<file path="src/rtl/knn_topk_sel_pkg.sv">
// Shared definitions for the KNN top-K selector: state encodings, list bounds and rank-width helper.
package knn_topk_sel_pkg;

    localparam int KNN_K_MAX = 16;
    localparam int CNT_W     = $clog2(KNN_K_MAX + 1);

    typedef enum logic [2:0] {
        ST_IDLE    = 3'd0,
        ST_COLLECT = 3'd1,
        ST_VOTE    = 3'd2,
        ST_READOUT = 3'd3,
        ST_DONE    = 3'd4
    } state_e;

    function automatic int rank_w(input int k);
        return (k <= 1) ? 1 : $clog2(k);
    endfunction

endpackage

</file>
<file path="src/rtl/knn_topk_slot.sv">
// One entry of the sorted top-K list: valid/dist/label registers plus the "new sample beats me" flag.
module knn_topk_slot #(
    parameter int DATA_W  = 32,
    parameter int LABEL_W = 8
) (
    input  logic               clk,
    input  logic               rst,
    input  logic               clr_i,
    input  logic               ins_i,
    input  logic [DATA_W-1:0]  new_dist_i,
    input  logic [LABEL_W-1:0] new_label_i,
    input  logic               prev_lt_i,
    input  logic               prev_valid_i,
    input  logic [DATA_W-1:0]  prev_dist_i,
    input  logic [LABEL_W-1:0] prev_label_i,
    output logic               lt_o,
    output logic               valid_o,
    output logic [DATA_W-1:0]  dist_o,
    output logic [LABEL_W-1:0] label_o
);

    logic               valid_q, valid_d;
    logic [DATA_W-1:0]  dist_q, dist_d;
    logic [LABEL_W-1:0] label_q, label_d;

    // Empty slots behave as +inf; strict compare keeps earlier equal distances ahead.
    assign lt_o = !valid_q || (new_dist_i < dist_q);

    always_comb begin
        valid_d = valid_q;
        dist_d  = dist_q;
        label_d = label_q;
        if (clr_i) begin
            valid_d = 1'b0;
        end else if (ins_i) begin
            if (prev_lt_i) begin
                valid_d = prev_valid_i;
                dist_d  = prev_dist_i;
                label_d = prev_label_i;
            end else if (lt_o) begin
                valid_d = 1'b1;
                dist_d  = new_dist_i;
                label_d = new_label_i;
            end
        end
    end

    always_ff @(posedge clk or negedge rst) begin
        if (!rst) begin
            valid_q <= 1'b0;
            dist_q  <= '0;
            label_q <= '0;
        end else begin
            valid_q <= valid_d;
            dist_q  <= dist_d;
            label_q <= label_d;
        end
    end

    assign valid_o = valid_q;
    assign dist_o  = dist_q;
    assign label_o = label_q;

endmodule

</file>
<file path="src/rtl/knn_topk_sel.sv">
// Top-K nearest-neighbour selector: sorted single-cycle insert, then ranked readout.
// Optional majority vote over the kept labels is enabled by defining KNN_TOPK_VOTE_EN.
module knn_topk_sel
    import knn_topk_sel_pkg::*;
#(
    parameter int DATA_W  = 32,
    parameter int LABEL_W = 8,
    parameter int K       = 4,
    localparam int RANK_W = rank_w(K)
) (
    input  logic               clk,
    input  logic               rst,
    input  logic               start,
    input  logic               in_valid,
    output logic               in_ready,
    input  logic [DATA_W-1:0]  in_dist,
    input  logic [LABEL_W-1:0] in_label,
    input  logic               in_last,
    output logic               out_valid,
    input  logic               out_ready,
    output logic [DATA_W-1:0]  out_dist,
    output logic [LABEL_W-1:0] out_label,
    output logic [RANK_W-1:0]  out_rank,
    output logic               out_last,
    output logic               busy,
    output logic               done
`ifdef KNN_TOPK_VOTE_EN
    ,
    output logic [LABEL_W-1:0] vote_label,
    output logic               vote_valid
`endif
);

    state_e              state_q, state_d;
    logic [CNT_W-1:0]    n_q, n_d;
    logic [RANK_W-1:0]   rank_q, rank_d;
    logic [CNT_W-1:0]    last_idx;
    logic                accept;
    logic                clr;

    logic               slot_lt    [K];
    logic               slot_valid [K];
    logic [DATA_W-1:0]  slot_dist  [K];
    logic [LABEL_W-1:0] slot_label [K];
    logic               prev_lt    [K];
    logic               prev_valid [K];
    logic [DATA_W-1:0]  prev_dist  [K];
    logic [LABEL_W-1:0] prev_label [K];

    assign accept   = in_valid && in_ready;
    assign clr      = (state_q == ST_IDLE) && start;
    assign last_idx = n_q - CNT_W'(1);

    generate
        for (genvar gi = 0; gi < K; gi++) begin : g_slot
            if (gi == 0) begin : g_head
                assign prev_lt[gi]    = 1'b0;
                assign prev_valid[gi] = 1'b0;
                assign prev_dist[gi]  = '0;
                assign prev_label[gi] = '0;
            end else begin : g_body
                assign prev_lt[gi]    = slot_lt[gi-1];
                assign prev_valid[gi] = slot_valid[gi-1];
                assign prev_dist[gi]  = slot_dist[gi-1];
                assign prev_label[gi] = slot_label[gi-1];
            end
            knn_topk_slot #(
                .DATA_W  (DATA_W),
                .LABEL_W (LABEL_W)
            ) u_slot (
                .clk          (clk),
                .rst          (rst),
                .clr_i        (clr),
                .ins_i        (accept),
                .new_dist_i   (in_dist),
                .new_label_i  (in_label),
                .prev_lt_i    (prev_lt[gi]),
                .prev_valid_i (prev_valid[gi]),
                .prev_dist_i  (prev_dist[gi]),
                .prev_label_i (prev_label[gi]),
                .lt_o         (slot_lt[gi]),
                .valid_o      (slot_valid[gi]),
                .dist_o       (slot_dist[gi]),
                .label_o      (slot_label[gi])
            );
        end
    endgenerate

    assign in_ready  = (state_q == ST_COLLECT);
    assign busy      = (state_q != ST_IDLE);
    assign done      = (state_q == ST_DONE);
    assign out_valid = (state_q == ST_READOUT);
    // The slot array is frozen during readout, so the muxed beat is stable under backpressure.
    assign out_dist  = out_valid ? slot_dist[rank_q]  : '0;
    assign out_label = out_valid ? slot_label[rank_q] : '0;
    assign out_rank  = out_valid ? rank_q : '0;
    assign out_last  = out_valid && (CNT_W'(rank_q) == last_idx);

`ifdef KNN_TOPK_VOTE_EN
    logic [RANK_W-1:0]  vj_q, vj_d;
    logic [CNT_W-1:0]   best_cnt_q, best_cnt_d;
    logic [LABEL_W-1:0] vote_label_q, vote_label_d;
    logic               vote_valid_q, vote_valid_d;
    logic [CNT_W-1:0]   occ_cnt;

    always_comb begin
        occ_cnt = '0;
        for (int i = 0; i < K; i++) begin
            if (slot_valid[i] && (slot_label[i] == slot_label[vj_q])) begin
                occ_cnt = occ_cnt + CNT_W'(1);
            end
        end
    end

    assign vote_label = vote_label_q;
    assign vote_valid = vote_valid_q;
`endif

    always_comb begin
        state_d = state_q;
        n_d     = n_q;
        rank_d  = rank_q;
`ifdef KNN_TOPK_VOTE_EN
        vj_d         = vj_q;
        best_cnt_d   = best_cnt_q;
        vote_label_d = vote_label_q;
        vote_valid_d = vote_valid_q;
`endif
        case (state_q)
            ST_IDLE: begin
                if (start) begin
                    state_d = ST_COLLECT;
                    n_d     = '0;
                    rank_d  = '0;
`ifdef KNN_TOPK_VOTE_EN
                    vj_d         = '0;
                    best_cnt_d   = '0;
                    vote_label_d = '0;
                    vote_valid_d = 1'b0;
`endif
                end
            end
            ST_COLLECT: begin
                if (accept) begin
                    if (n_q != CNT_W'(K)) begin
                        n_d = n_q + CNT_W'(1);
                    end
                    if (in_last) begin
`ifdef KNN_TOPK_VOTE_EN
                        state_d = ST_VOTE;
`else
                        state_d = ST_READOUT;
`endif
                    end
                end
            end
`ifdef KNN_TOPK_VOTE_EN
            ST_VOTE: begin
                // Strictly-greater replacement leaves ties with the nearer rank.
                if (occ_cnt > best_cnt_q) begin
                    best_cnt_d   = occ_cnt;
                    vote_label_d = slot_label[vj_q];
                end
                if (CNT_W'(vj_q) == last_idx) begin
                    state_d      = ST_READOUT;
                    vote_valid_d = 1'b1;
                    vj_d         = '0;
                end else begin
                    vj_d = vj_q + RANK_W'(1);
                end
            end
`endif
            ST_READOUT: begin
                if (out_ready) begin
                    if (out_last) begin
                        state_d = ST_DONE;
                        rank_d  = '0;
                    end else begin
                        rank_d = rank_q + RANK_W'(1);
                    end
                end
            end
            ST_DONE: begin
                state_d = ST_IDLE;
            end
            default: begin
                state_d = ST_IDLE;
            end
        endcase
    end

    always_ff @(posedge clk or negedge rst) begin
        if (!rst) begin
            state_q <= ST_IDLE;
            n_q     <= '0;
            rank_q  <= '0;
`ifdef KNN_TOPK_VOTE_EN
            vj_q         <= '0;
            best_cnt_q   <= '0;
            vote_label_q <= '0;
            vote_valid_q <= 1'b0;
`endif
        end else begin
            state_q <= state_d;
            n_q     <= n_d;
            rank_q  <= rank_d;
`ifdef KNN_TOPK_VOTE_EN
            vj_q         <= vj_d;
            best_cnt_q   <= best_cnt_d;
            vote_label_q <= vote_label_d;
            vote_valid_q <= vote_valid_d;
`endif
        end
    end

endmodule
</file>
<file path="config.mk">
export PLATFORM = sky130hd
export DESIGN_NAME = knn_topk_sel
export DESIGN_NICKNAME = d
export VERILOG_FILES = /design/src/rtl/knn_topk_sel_pkg.sv /design/src/rtl/knn_topk_slot.sv /design/src/rtl/knn_topk_sel.sv
export SDC_FILE = /design/constraint.sdc
export NUM_CORES = 1
export LEC_CHECK = 0
export BUFFER_PORTS_ARGS = -buffer_cell sky130_fd_sc_hd__buf_2
export CAP_MARGIN = 20
export CORE_ASPECT_RATIO = 0.6
export CORE_UTILIZATION = 35
export DETAILED_ROUTE_END_ITERATION = 7
export PLACE_DENSITY = 0.57
export SKIP_LAST_GASP = 1
export SYNTH_ARGS = -nofsm -noshare
export SYNTH_HDL_FRONTEND = slang
export SYNTH_SLANG_ARGS = --single-unit
</file>
<file path="constraint.sdc">
create_clock -name clk -period 4.05 [get_ports clk]
set_input_delay 0 -clock clk [delete_from_list [all_inputs] [get_ports clk]]
set_output_delay 0 -clock clk [all_outputs]
set_load 0.005 [all_outputs]
</file>
Word level (Yosys, flattened, before mapping)
Cells that the tools add are included.
{"block": "totals", "out_inout_bits": 47, "ff_bits": 174, "input_bits": 46}
{"block": "op_classes", "addsub": 3, "mux": 50, "reduce_logical": 34, "bitwise": 2, "eq_ne": 11, "magnitude_cmp": 5}
{"cell": "32-bit 2-to-1 mux", "n": 9}
{"cell": "32-bit < comparator", "n": 4}
{"cell": "8-bit 2-to-1 mux", "n": 9}
{"cell": "32-bit binary-select mux with 2-bit select", "n": 1}
{"cell": "8-bit binary-select mux with 2-bit select", "n": 1}
{"cell": "1-bit 2-to-1 mux", "n": 15}
{"cell": "3-bit 2-to-1 mux", "n": 5}
{"cell": "5-bit 2-to-1 mux", "n": 3}
{"cell": "3-bit AND reduction", "n": 5}
{"cell": "2-bit nonzero test", "n": 7}
{"cell": "3-bit nonzero test", "n": 4}
{"cell": "2-bit by 1-bit inequality test with 1-bit output, second input constant", "n": 5}
{"cell": "5-bit one-hot mux with 2 select lines", "n": 1}
{"cell": "3-bit one-hot mux with 3 select lines", "n": 1}
{"cell": "2-bit 2-to-1 mux", "n": 4}
{"cell": "2-bit AND reduction", "n": 4}
{"cell": "5-bit by 1-bit adder with 5-bit output, second input constant", "n": 1}
{"cell": "2-bit by 5-bit equality test with 1-bit output", "n": 1}
{"cell": "5-bit by 3-bit inequality test with 1-bit output, second input constant", "n": 1}
{"cell": "5-bit AND reduction", "n": 1}
{"cell": "5-bit by 1-bit subtractor with 5-bit output, second input constant", "n": 1}
{"cell": "1-bit zero test", "n": 4}
{"cell": "1-bit logical OR", "n": 4}
{"cell": "2-bit one-hot mux with 2 select lines", "n": 1}
{"cell": "11 further kinds", "n": 13}

Longest topological paths before layout
{"block": "logic_depth", "word_depth": 6, "depth_mapped": 12, "ltp_nobuf": 10}

Modules after synthesis
A second synthesis with hierarchy kept.
{"block": "hier_totals", "hier_cells": 1156, "area_unflattened_um2": 12768.5}
{"mod": "knn_topk_slot", "n_inst": 4, "area_per_inst_um2": 2713.9, "cells_per_inst": 248, "seq_area_each_um2": 1026.0}
{"mod": "knn_topk_sel", "n_inst": 1, "area_per_inst_um2": 1913.1, "cells_per_inst": 164, "seq_area_each_um2": 250.2}

Worst setup path before layout
OpenSTA, ideal clock, no wires.
{"block": "synth_timing", "path_kind": "register to register", "startpoint": "register g_slot[0].u_slot.dist_q[22]", "endpoint": "register g_slot[0].u_slot.dist_q[0]", "n_path_buf": 2, "stages_incl_launch_ff": 11, "t_arrival_ns": 2.779, "setup_slack_ns": 1.144, "cell_sequence": "dfrtp_1 inv_1 ha_1 nand4_1 nor4_1 or4b_1 a311oi_2 nand2b_1 buf_2 buf_4 mux2_1"}
{"block": "synth_between", "elab_chain_len": 3}
{"item": "start, declared", "line": "knn_topk_slot.sv:23", "text": "logic [DATA_W-1:0] dist_q, dist_d;"}
{"item": "start signal, assigned", "line": "knn_topk_slot.sv:55", "text": "dist_q <= dist_d;"}
{"item": "32-bit < comparator", "line": "knn_topk_slot.sv:27", "text": "assign lt_o = !valid_q || (new_dist_i < dist_q);"}
{"item": "1-bit logical OR", "line": "knn_topk_slot.sv:27"}
{"item": "3-bit AND reduction (no line)"}
No other way between the ends.
A chain may end at the register's enable or synchronous reset.

Worst setup path in the final report
{"block": "layout_timing", "startpoint": "register g_slot[2].u_slot.dist_q[22]", "endpoint": "register g_slot[3].u_slot.dist_q[4]"}
{"block": "layout_between", "elab_chain_len": 4}
{"item": "start, declared", "line": "knn_topk_slot.sv:23"}
{"item": "start signal, assigned", "line": "knn_topk_slot.sv:55"}
{"item": "32-bit < comparator (*)", "line": "knn_topk_slot.sv:27"}
{"item": "1-bit logical OR (*)", "line": "knn_topk_slot.sv:27"}
{"item": "2-bit nonzero test (no line)"}
{"item": "3-bit AND reduction (no line)"}
{"item": "end signal, assigned", "line": "knn_topk_slot.sv:55"}
{"item": "end, declared", "line": "knn_topk_slot.sv:23"}
Every way passes the cells marked *; elsewhere a longest branch is shown, timed or not.

==> run summary <==
status - finished clean
clock skew - 14.9 ps
largest net degree at the start of global routing - 90
Post-Syn Area - 0.0118 mm^2
area of the die - 0.0345 mm^2
crit path time final - 3330 ps
post-synth top area cell - dfrtp_1
RSZ-0062 raised after global routing - false
Yosys top cell area share - 0.369
final antenna-violating net count - 0
HPWL after DPL - 25,900 um
crit path kind - reg -> reg
DRC viols - 0
number of cell rows - 51
CTS tree - yes
number of synthesized flops with an enable pin - 0
most frequent cells in the layout - dfrtp_1 (172), inv_1 (133), ha_1 (127), buf_2 (91), a21oi_1 (88)
post-synth cell types - 54
register area share after synthesis - 0.369
Final period util - 0.823
Vias/cell - 5.69
share of post-route cells with drive strength above 1 - 0.194
Nets - 1,458
Cell Pwr Density - 875 mW/mm^2
CTS Sinks - 174
CTS clock-pin slew for the worst setup and hold paths - 70 ps
hold crit path type - in -> async
I/O Pins - 93
CP endpoint kind - register
leading post-synthesis cells by cell area - dfrtp_1 (37%), ha_1 (13%), mux4_2 (7.6%)
Crit path largest cell delay - 530 ps
# diodes - 0
core box area - 0.0328 mm^2
Avg Cell Area, Syn - 10.1 um^2
DR pass1 iterations - 5
port bufs - 92
Setup TNS - 0 ps
Max Clk Rate - 300 MHz
Initial Util - 0.360
final setup fails - 0
# Post-CTS Setup Buffers - 0
total vias in the final route - 9,951
Synthesized Nets - 1,343
worst-path fanout max - 23
async set-reset flop share out of synthesis - 1.00
Yosys warning count - 0
Hold Vio Cnt, Final - 0
post-synthesis sequential element count - 174
CP Cell Sequence - inv_1, ha_1, nand4_1, nor3_1, nand2_1, o32ai_1, a21oi_1, nand2_2, buf_4, nand3b_1, o221a_2
Remaining Overflow, GRT - 0
P_leak - 6.51 nW
H-tree Lvls - 4
slowest CP cell - nor3_1
cell area after layout - 0.0139 mm^2
Worst Setup Start Kind - register
Slew HR - 0.397
Post-CTS Hold Fix Bufs - 45
prevailing post-synth register cell - dfrtp_1
CTS buffer count - 17
area growth from synthesis to layout - 18.1%
GRT Total Usage - 0.228
Die Height - 144 um
post-CTS sizing - 0
max-capacitance violation count - 0
Initial DRC Count - 860
RD Place Congestion - 0.841
average routed wire per standard cell - 21.6 um
worst vdd ir - 0.481 mV
Max Transition Viols Final - 0
Clock Path Buffers - 2
vias in the first global route - 9,785
WL final - 37,700 um
Syn Inst Count - 1,170
die width - 239 um
Worst Path Required - 4400 ps
critical path arrival - 3680 ps
Worst Tran Pin Value - 904 ps
area post-placement - 0.0129 mm^2
commonest non-fill, non-tap cell in the layout - dfrtp_1
initial antenna violation count - 1
hold slack - 216 ps
clk_lat worst skew - 460 ps
CTS root buf - clkbuf_16
first-pass GRT wire length - 59,100 um
-- kinds of logic (layout without fill, tap and decap cells) --
logic type | Yosys count | count (layout) | synth area share
buffers and inverters | 205 | 333 | 0.0671
AO/OA/AOI/OAI | 320 | 320 | 0.190
multiplexers | 83 | 83 | 0.117
flip-flops | 174 | 174 | 0.369
XOR/XNOR | 7 | 7 | 0.00520
adder cells (fa/ha/maj) | 127 | 127 | 0.135
AND/OR/NAND/NOR | 254 | 254 | 0.116
-- cell usage after synthesis (all sizes together), types with 2 or more instances --
cell type / n
nor2b: 3
buf: 16
o221a: 40
xor2: 4
a21o: 17
nor4: 3
a31oi: 2
ha: 127
and3: 3
dfrtp: 174
a2bb2oi: 40
o21ai: 23
a21oi: 90
nor2: 64
xnor2: 3
mux2i: 3
nand3: 17
nand2: 40
a221oi: 4
a2111oi: 2
nor3: 7
and2: 46
o22ai: 81
a211oi: 4
nand3b: 40
and4: 3
nand2b: 3
a21boi: 3
mux4: 40
clkbuf: 56
or2: 3
inv: 133
a211o: 2
nand4: 17
mux2: 40
a41oi: 2
o21a: 2
nor3b: 2
-- worst max-delay path, delay by kind of cell (launching register included) --
family / cells / cell delay [ps]
DFF: 1 / 430
buffers and inverters: 2 / 510
and+or+nand+nor: 5 / 1450
AOI/OAI and AO/OA: 3 / 470
adders and majority gates: 1 / 330
-- final timing paths --
kind	depth (start not counted)	end	start	slack [ps]
worst max-delay path	11	g_slot[3].u_slot.dist_o[4]	g_slot[2].u_slot.dist_o[22]	720
worst min-delay path	2	g_slot[3].u_slot.dist_o[24]	rst	220
worst max register to register	11	g_slot[3].u_slot.dist_o[4]	g_slot[2].u_slot.dist_o[22]	720
worst min register to register	1	state_q[0]	state_q[2]	480
max in group asynchronous	3	g_slot[1].u_slot.dist_o[18]	rst	2800
min in group clk	3	g_slot[0].u_slot.label_o[0]	in_label[0]	350
-- per-stage QoR --
stage,setup slack (ps),std cells,total power (W),utilization
floorplan,1140,1170,0.00786,-
global placement,845,1671,0.0103,0.393
detailed placement,767,1671,0.0104,0.393
CTS,744,1748,0.0122,0.425
global route,529,1748,0.0131,0.425
finish,718,1748,0.0122,0.425
-- flip-flops by register name, indices dropped and copies added (netlist names) --
signal                 count
g_slot.u_slot.dist_o     128
g_slot.u_slot.label_o     32
g_slot.u_slot.valid_o      4
n_q                        5
rank_q                     2
state_q                    3
-- metal layers --
| metal | track usage | vias up | part of all wire |
|---|---|---|---|
| met5 | 0 | - | 0.00027 |
| met1 | 0.354 | 4971 | 0.52 |
| met4 | 0.0634 | 2 | 0.015 |
| met2 | 0.312 | 358 | 0.40 |
| li1 | - | 4578 | - |
| met3 | 0.0462 | 42 | 0.073 |
-- cell type report --
cell class / instances / area [um^2]
Multi-Input combinational cell: 791 / 6710
Clock buffer: 18 / 439
Sequential cell: 174 / 4360
Clock inverter: 14 / 148
Timing Repair Buffer: 168 / 1210
Inverter: 133 / 499
Tap cell: 450 / 563
Fill cell: 3226 / 18900
-- report_power, final --
group / internal (W) / switching (W) / total, W / leakage [nW]
sequential: 0.00254 / 0.000950 / 0.00349 / 1.89
combinational: 0.00322 / 0.00379 / 0.00701 / 4.34
clock: 0.000888 / 0.000809 / 0.00170 / 0.286
No activity file was read; power rests on OpenSTA's default activity.
